**config.mk**
```make
export PLATFORM = sky130hd
export DESIGN_NAME = io_unlock_ctrl
export DESIGN_NICKNAME = d
export VERILOG_FILES = /design/src/rtl/io_unlock_ctrl.sv
export SDC_FILE = /design/constraint.sdc
export NUM_CORES = 1
export LEC_CHECK = 0
export BUFFER_PORTS_ARGS = -buffer_cell sky130_fd_sc_hd__buf_2
export CAP_MARGIN = 20
export CORE_MARGIN = 5
export CORE_UTILIZATION = 49
export CTS_CLUSTER_DIAMETER = 40
export CTS_CLUSTER_SIZE = 10
export DETAILED_ROUTE_END_ITERATION = 10
export PLACE_DENSITY = 0.87
export SYNTH_ARGS = -nofsm -noshare
export SYNTH_HDL_FRONTEND = slang
export SYNTH_SLANG_ARGS = --single-unit
```
**constraint.sdc**
```tcl
create_clock -name clk -period 2.16 [get_ports clk]
set_clock_uncertainty 0.05 [all_clocks]
set_input_delay 0.324 -clock clk [delete_from_list [all_inputs] [get_ports clk]]
set_output_delay 0.324 -clock clk [all_outputs]
set_load 0.1 [all_outputs]
```
**src/rtl/io_unlock_ctrl.sv**
```systemverilog
// rtl/io_unlock_ctrl.sv - Z80 I/O-port magic-sequence unlock controller driving NCHAN enable flags.
// Optional feature macro: IO_UNLOCK_TIMEOUT_EN (ARMED state expires after TIMEOUT clocks).
module io_unlock_ctrl #(
    parameter logic [15:0]          IOADDR      = 16'h007F,
    parameter int                   FULL_DECODE = 0,
    parameter int                   SEQ_LEN     = 8,
    parameter logic [SEQ_LEN*8-1:0] SEQ         = "ENABLEWR",
    parameter int                   NCHAN       = 4,
    parameter int                   TIMEOUT     = 65535
) (
    input  logic             clk,
    input  logic             rst_n,
    input  logic [15:0]      a,
    input  logic             iorq_n,
    input  logic             rd_n,
    input  logic             wr_n,
    input  logic [7:0]       din,
    output logic [7:0]       dout,
    output logic             dout_oe,
    output logic [NCHAN-1:0] enable,
    output logic             armed
);

    typedef enum logic {S_HUNT, S_ARMED} state_t;

    state_t           r_state, w_next_state;
    logic [3:0]       r_index, w_next_index;
    logic [NCHAN-1:0] r_enable, w_next_enable;
    logic [7:0]       r_cmd_q;
    logic             r_in_write;
    logic             w_match, w_hit, w_commit;
    logic [7:0]       w_seq_byte, w_seq_first;
`ifdef IO_UNLOCK_TIMEOUT_EN
    logic [23:0]      r_timer, w_next_timer;
`endif

    always_comb begin
        w_match     = (FULL_DECODE != 0) ? (a == IOADDR) : (a[7:0] == IOADDR[7:0]);
        w_hit       = !iorq_n && w_match;
        // The strobe is considered released as soon as any of IORQ, WR or the address drops away.
        w_commit    = r_in_write && (iorq_n || wr_n || !w_match);
        w_seq_byte  = 8'(SEQ >> ((SEQ_LEN - 1 - int'(r_index)) * 8));
        w_seq_first = SEQ[SEQ_LEN*8-1 -: 8];
    end

    always_ff @(posedge clk or negedge rst_n) begin
        if (!rst_n) begin
            r_in_write <= 1'b0;
            r_cmd_q    <= 8'h00;
        end else if (!r_in_write && w_hit && !wr_n) begin
            r_in_write <= 1'b1;
            r_cmd_q    <= din;
        end else if (w_commit) begin
            r_in_write <= 1'b0;
        end
    end

    always_ff @(posedge clk or negedge rst_n) begin
        if (!rst_n) begin
            r_state  <= S_HUNT;
            r_index  <= 4'd0;
            r_enable <= '0;
`ifdef IO_UNLOCK_TIMEOUT_EN
            r_timer  <= 24'd0;
`endif
        end else begin
            r_state  <= w_next_state;
            r_index  <= w_next_index;
            r_enable <= w_next_enable;
`ifdef IO_UNLOCK_TIMEOUT_EN
            r_timer  <= w_next_timer;
`endif
        end
    end

    always_comb begin
        w_next_state  = r_state;
        w_next_index  = r_index;
        w_next_enable = r_enable;
`ifdef IO_UNLOCK_TIMEOUT_EN
        w_next_timer  = r_timer;
        if (r_state == S_ARMED && r_timer != 24'd0) begin
            w_next_timer = r_timer - 24'd1;
        end
`endif
        case (r_state)
            S_HUNT: begin
                if (w_commit) begin
                    if (r_cmd_q == w_seq_byte) begin
                        if (r_index == 4'(SEQ_LEN - 1)) begin
                            w_next_state = S_ARMED;
                            w_next_index = 4'd0;
`ifdef IO_UNLOCK_TIMEOUT_EN
                            w_next_timer = 24'(TIMEOUT);
`endif
                        end else begin
                            w_next_index = r_index + 4'd1;
                        end
                    end else begin
                        // A wrong byte that is itself the first sequence byte restarts the match.
                        w_next_index = (r_cmd_q == w_seq_first) ? 4'd1 : 4'd0;
                    end
                end
            end
            S_ARMED: begin
                if (w_commit) begin
                    if (r_cmd_q[7]) begin
                        w_next_enable = r_enable | r_cmd_q[NCHAN-1:0];
                    end else begin
                        w_next_enable = r_enable & ~r_cmd_q[NCHAN-1:0];
                    end
                    w_next_state = S_HUNT;
                    w_next_index = 4'd0;
                end
`ifdef IO_UNLOCK_TIMEOUT_EN
                else if (r_timer == 24'd0) begin
                    w_next_state = S_HUNT;
                    w_next_index = 4'd0;
                end
`endif
            end
            default: begin
                w_next_state = S_HUNT;
                w_next_index = 4'd0;
            end
        endcase
    end

    always_comb begin
        armed            = (r_state == S_ARMED);
        enable           = r_enable;
        dout_oe          = w_hit && !rd_n;
        dout             = 8'h00;
        dout[7]          = armed;
        dout[NCHAN-1:0]  = r_enable;
    end

endmodule

```
# After elaboration in Yosys (flattened, before gate mapping)
# Cells that the tools add are included.
word_totals:
  output_inout_bits: 14
  reg_bits: 18
  input_bits: 29
  elab_cells: 47
classes:
  n_reduce_logical: 15
  shifts: 1
  mux: 14
  n_eq_ne: 6
  bitwise: 4
  add_sub_neg: 2
op_table:
  columns: ["op", "n"]
  rows:
  - ["$shr 63x32->8 const A", 1]
  - ["$mux 4", 5]
  - ["$eq 8x7->1 const B", 2]
  - ["$eq 8x8->1", 1]
  - ["$pmux 4 s2", 1]
  - ["$mux 1", 7]
  - ["$logic_and 1x1->1", 5]
  - ["$logic_not 1->1", 5]
  - ["$sub 3x4->5 const A", 1]
  - ["$add 4x1->4 const B", 1]
  - ["$and 4x4->4", 1]
  - ["$eq 4x3->1 const B", 1]
  - ["$not 4->4", 1]
  - ["$or 4x4->4", 1]
  - ["$reduce_and 2->1", 2]
  - ["$logic_or 1x1->1", 2]
  - ["$ne 2x1->1 const B", 1]
  - ["$ne 2x2->1 const B", 1]
  - ["$pmux 1 s2", 1]
  - ["$reduce_bool 2->1", 1]
  - ["$not 1->1", 1]

# Longest topological paths before layout
logic_depth:
  ltp_word: 6
  mapped_depth: 6
  ltp_nobuf: 6

# Worst setup path after synthesis
# Ideal clock, no wire load.
synth_timing:
  kind: "input port to output port"
  start: "input a[7]"
  end: "output dout_oe"
  path_stages: 3
  n_path_buf: 0
  arrival_time_ns: 2.266
  required_ns: 1.786
  slack_ns: -0.480
  path_cell_list: "nand4b_1 > or3_1 > nor2_1"
synth_between:
  elab_chain_cells: 3
synth_rtl:
  columns: ["element", "line", "source"]
  rows:
  - ["start, declared", "13", "input logic [15:0] a,"]
  - ["$eq 8x7->1", "38", "w_match = (FULL_DECODE != 0) ? (a == IOADDR) : (a[7:0] == IOADDR[7:0]);"]
  - ["$logic_and 1x1->1", "39", "w_hit = !iorq_n && w_match;"]
  - ["$logic_and 1x1->1", "132", "dout_oe = w_hit && !rd_n;"]
  - ["end, declared", "19", "output logic dout_oe,"]
# Every way passes these cells.

# Worst setup path in the final report
layout_timing:
  start: "register r_index[1]"
  end: "register r_index[2]"
layout_between:
  elab_chain_cells: 6
  word_cells_on_any_way: 9
  classes_between: "add/sub (2); eq/ne (2); shift (1); mux (4)"
layout_rtl:
  columns: ["element", "line", "source"]
  rows:
  - ["start, declared", "27", "logic [3:0] r_index, w_next_index;"]
  - ["start signal, assigned", "68", "r_index <= w_next_index;"]
  - ["$sub 3x4->5", "42", "w_seq_byte = 8'(SEQ >> ((SEQ_LEN - 1 - int'(r_index)) * 8));"]
  - ["$shr 63x32->8", "42", null]
  - ["$eq 8x8->1", "89", "if (r_cmd_q == w_seq_byte) begin"]
  - ["$mux 4 (*)", "89", null]
  - ["$mux 4 (*)", "88", "if (w_commit) begin"]
  - ["$pmux 4 s2 (*)", "86", "case (r_state)"]
# Every way passes the cells marked *; elsewhere a longest branch is shown, timed or not. The select of a mux whose other input is x is not followed.
# A chain may end at the register's enable or synchronous reset.

==> summary.md <==
| Metric | Value |
|---|---|
| Post-Synth Adder-Cell Area | 0.01062 |
| Element type at the critical path end | flip-flop |
| Minimum setup slack among reg-to-reg paths | 0.12 ns |
| Worst-case vdd ir drop | 0.0004660 V |
| Layout net count | 173 |
| Count of endpoints failing setup in the final report | 0 |
| Router iterations before antenna repair | 4 |
| Total standard cell area after synthesis | 1179 um2 |
| Starting Density | 0.5228 |
| Mean Syn Cell Area | 10.43 um2 |
| Post-synthesis mux area share | 0.1274 |
| Count of antenna diodes in the layout | 0 |
| Fraction of post-synthesis cell area in the top cell type by area | 0.3822 |
| Worst-margin pin slew | 0.4946 ns |
| Clock root cell | sky130_fd_sc_hd__clkbuf_4 |
| WL final | 2.713 mm |
| Fraction of layout cells with a size suffix above 1 | 0.4014 |
| Critical Path Start | r_index[1] |
| Worst flop-to-flop path endpoint | r_index[2] |
| Highest Clock Rate | 490.7 MHz |
| Worst hold-check path type | in2reg |
| Detailed-routing wirelength on met1 | 1.049 mm |
| Top-level port count | 43 |
| Path depth of the worst reg2reg path | 5 |
| Horizontal extent of the die | 59.05 um |
| Core Area | 2255 um2 |
| Area used by multi-input combinational logic | 654.4 um2 |
| Number of global-route vias before repair | 1043 |
| Maximum fanout count along the critical path | 12 |
| Reg2reg start | r_index[1] |
| Most common cell after layout, fill and taps aside | sky130_fd_sc_hd__buf_2 |
| Wire length per cell | 15.96 um |
| Setup TNS | 0 ns |
| Leakage power | 0.6297 nW |
| Logic depth of the worst setup path including buffers | 5 |
| Inserted Clock Buffers | 3 |
| Data arrival time at the worst-slack endpoint | 2.23 ns |
| Worst Path Required | 2.36 ns |
| CTS tree | yes |
| Chip Height | 59.05 um |
| Sequential area share after synthesis | 0.3822 |
| Biggest area contributors in the synthesized netlist | sky130_fd_sc_hd__dfrtp_1 38%, sky130_fd_sc_hd__mux2_2 11%, sky130_fd_sc_hd__buf_4 6.4%, sky130_fd_sc_hd__nand2_1 2.9%, sky130_fd_sc_hd__nor2_1 2.5% |
| Final cycle utilization of the critical path | 0.9434 |
| Count of flip-flops with a built-in enable after synthesis | 0 |
| # H-tree levels | 1 |
| Vias post-DR | 1007 |
| Count of synthesis-stage warnings from yosys | 0 |
| Detail Placement HPWL | 1.978 mm |
| RSZ-0062 raised after global routing | no |
| Simple-gate portion of the synthesized area | 0.2484 |
| Cell family with most CP delay | compound AO/OA/AOI/OAI gates |
| Power per standard cell area | 469.2 nW/um2 |
| Met3 WL | 184 um |
| Number of antenna violations at the first check in global routing | 0 |
| Post-synthesis to final-layout area growth | 17.30% |
| Clock tree buffer depth | 2 |
| Worst Setup EP | r_index[2] |
| Met2 routed wirelength | 1.393 mm |
| Top metal layer carrying routed signals | met4 |
| Post-Synth XOR/XNOR Area | 0.02229 |
| Initial DRC Count | 35 |
| Remaining global-route overflow | 0 |
| Cell-by-cell listing of the critical path | nand2_1, nor4_1, o311ai_1, o41ai_1, a32o_1 |
| Worst Setup Path Type | reg2reg |
| Filler cell count in the final layout | 194 |
| Post-synthesis register bit count | 18 |
| Number of buffers and inverters on the critical path | 0 |
| Number of rows created at floorplan | 17 |
| Num Clock Sinks | 18 |
| Number of max-cap violations | 0 |
| Crit-path max cell delay | 0.62 ns |
| Clk Latency, worst-skew pair | 0.30 ns |
| Post-CTS sizing | 0 |
| Outcome | complete, no violations |
| Cell type with the largest total area after synthesis | sky130_fd_sc_hd__dfrtp_1 |
| First-pass GRT wire length | 4.581 mm |
| Leading register cell type out of synthesis | sky130_fd_sc_hd__dfrtp_1 |
| Remaining design rule violation count | 0 |
| Final Hold Vio Count | 0 |
| Minimum period implied by the final worst setup slack | 2.038 ns |
| Count of input and output buffers | 31 |
| Synthesized netlist cell count | 113 |
| Dominant combinational cell family by area after synthesis | simple AND/OR/NAND/NOR gates |
| Clock transition at path regs | 0.11 ns |
| Util after Layout | 0.6132 |
| Cell with the largest stage delay on the worst path | sky130_fd_sc_hd__dfrtp_1 |
| Reg area | 450.4 um2 |
| Maximum number of pins on one net before global-route repair | 19 |
| Die footprint | 3486 um2 |
| Tightest slew margin relative to the limit | 0.6650 |
| Share of synthesized registers carrying an async set or reset | 1.000 |
| Crit path launch type | flip-flop |
| Pins over their slew limit | 0 |
| Top library cells by usage in the layout, fill and taps aside | 30 x sky130_fd_sc_hd__buf_2, 18 x sky130_fd_sc_hd__dfrtp_1, 12 x sky130_fd_sc_hd__mux2_2, 9 x sky130_fd_sc_hd__nand2_1, 7 x sky130_fd_sc_hd__nor2_1 |
| Number of vias per cell after detailed routing | 5.924 |
| Post-DRT Antenna Nets | 0 |
| Share of the synthesized area in compound gates (AO/OA/AOI/OAI) | 0.1306 |
| Number of hold-repair buffers added at the cts stage | 1 |
| Post-CTS Setup Inserts | 0 |
| All-layer global routing usage | 0.1734 |
| Count of distinct cell types in the synthesized netlist | 41 |
| Final GP Congestion | 0.7534 |
## where the power goes
group | internal [mW] | total (mW) | leakage, nW | switching, mW
Clock | 0.103 | 0.215 | 0.0210 | 0.112
Sequential | 0.342 | 0.349 | 0.246 | 0.00780
Combinational | 0.0253 | 0.0847 | 0.363 | 0.0594
Total | 0.470 | 0.649 | 0.630 | 0.179
## final cells by class
type                    count  share of cell area
clock buffers               4             0.02624
inverters                   1            0.002715
multi-input cells          84              0.4733
flip-flops and latches     18              0.3258
well taps                  28             0.02534
repair buffers             35              0.1466
## through the flow
| stage | total power, mW | worst slack, ns | cell area (um2) | std cells | hold WS [ns] |
|---|---|---|---|---|---|
| CTS | 0.6514 | 0.1516 | 1383 | 170 | 0.1916 |
| detailed placement | 0.4391 | 0.1369 | 1336 | 165 | 0.2272 |
| global placement | 0.4364 | 0.1680 | 1336 | 165 | 0.2198 |
| finish | 0.6487 | 0.1222 | 1383 | 170 | 0.1920 |
| global route | 0.6824 | 0.002068 | 1383 | 170 | 0.1799 |
| floorplan | 0.4119 | 0.2245 | 1194 | 115 | -0.02159 |
## cells by family after synthesis
group | Yosys count
AOI/OAI and AO/OA | 15
muxes | 13
other | 1
DFF | 18
adders and majority gates | 1
buffers and inverters | 13
xor gates and xnor gates | 3
and+or+nand+nor | 49
## cells in the mapped netlist (all sizes together) (3+ instances only)
master / n
buf: 12
dfrtp: 18
mux2: 13
nand2: 9
nand2b: 3
nand3: 4
nor2: 8
nor2b: 3
nor3: 4
nor4: 4
o21ai: 3
## metal layers
metal / track usage / vias to the layer above
met5: 0 / -
met3: 0.03268 / 10
li1: - / 469
met4: 0.1003 / 0
met1: 0.2008 / 477
met2: 0.2965 / 51
## worst min path at each step
stage,start,to,slack [ns],cells past startpoint
floorplan,rst_n,async pin,-0.02,0
global placement,rst_n,r_in_write,0.22,1
detailed placement,rst_n,armed,0.23,1
CTS,din[4],r_cmd_q[4],0.19,2
global route,din[3],r_cmd_q[3],0.18,2
finish,din[4],r_cmd_q[4],0.19,2
(Power assumes the default switching activity.)
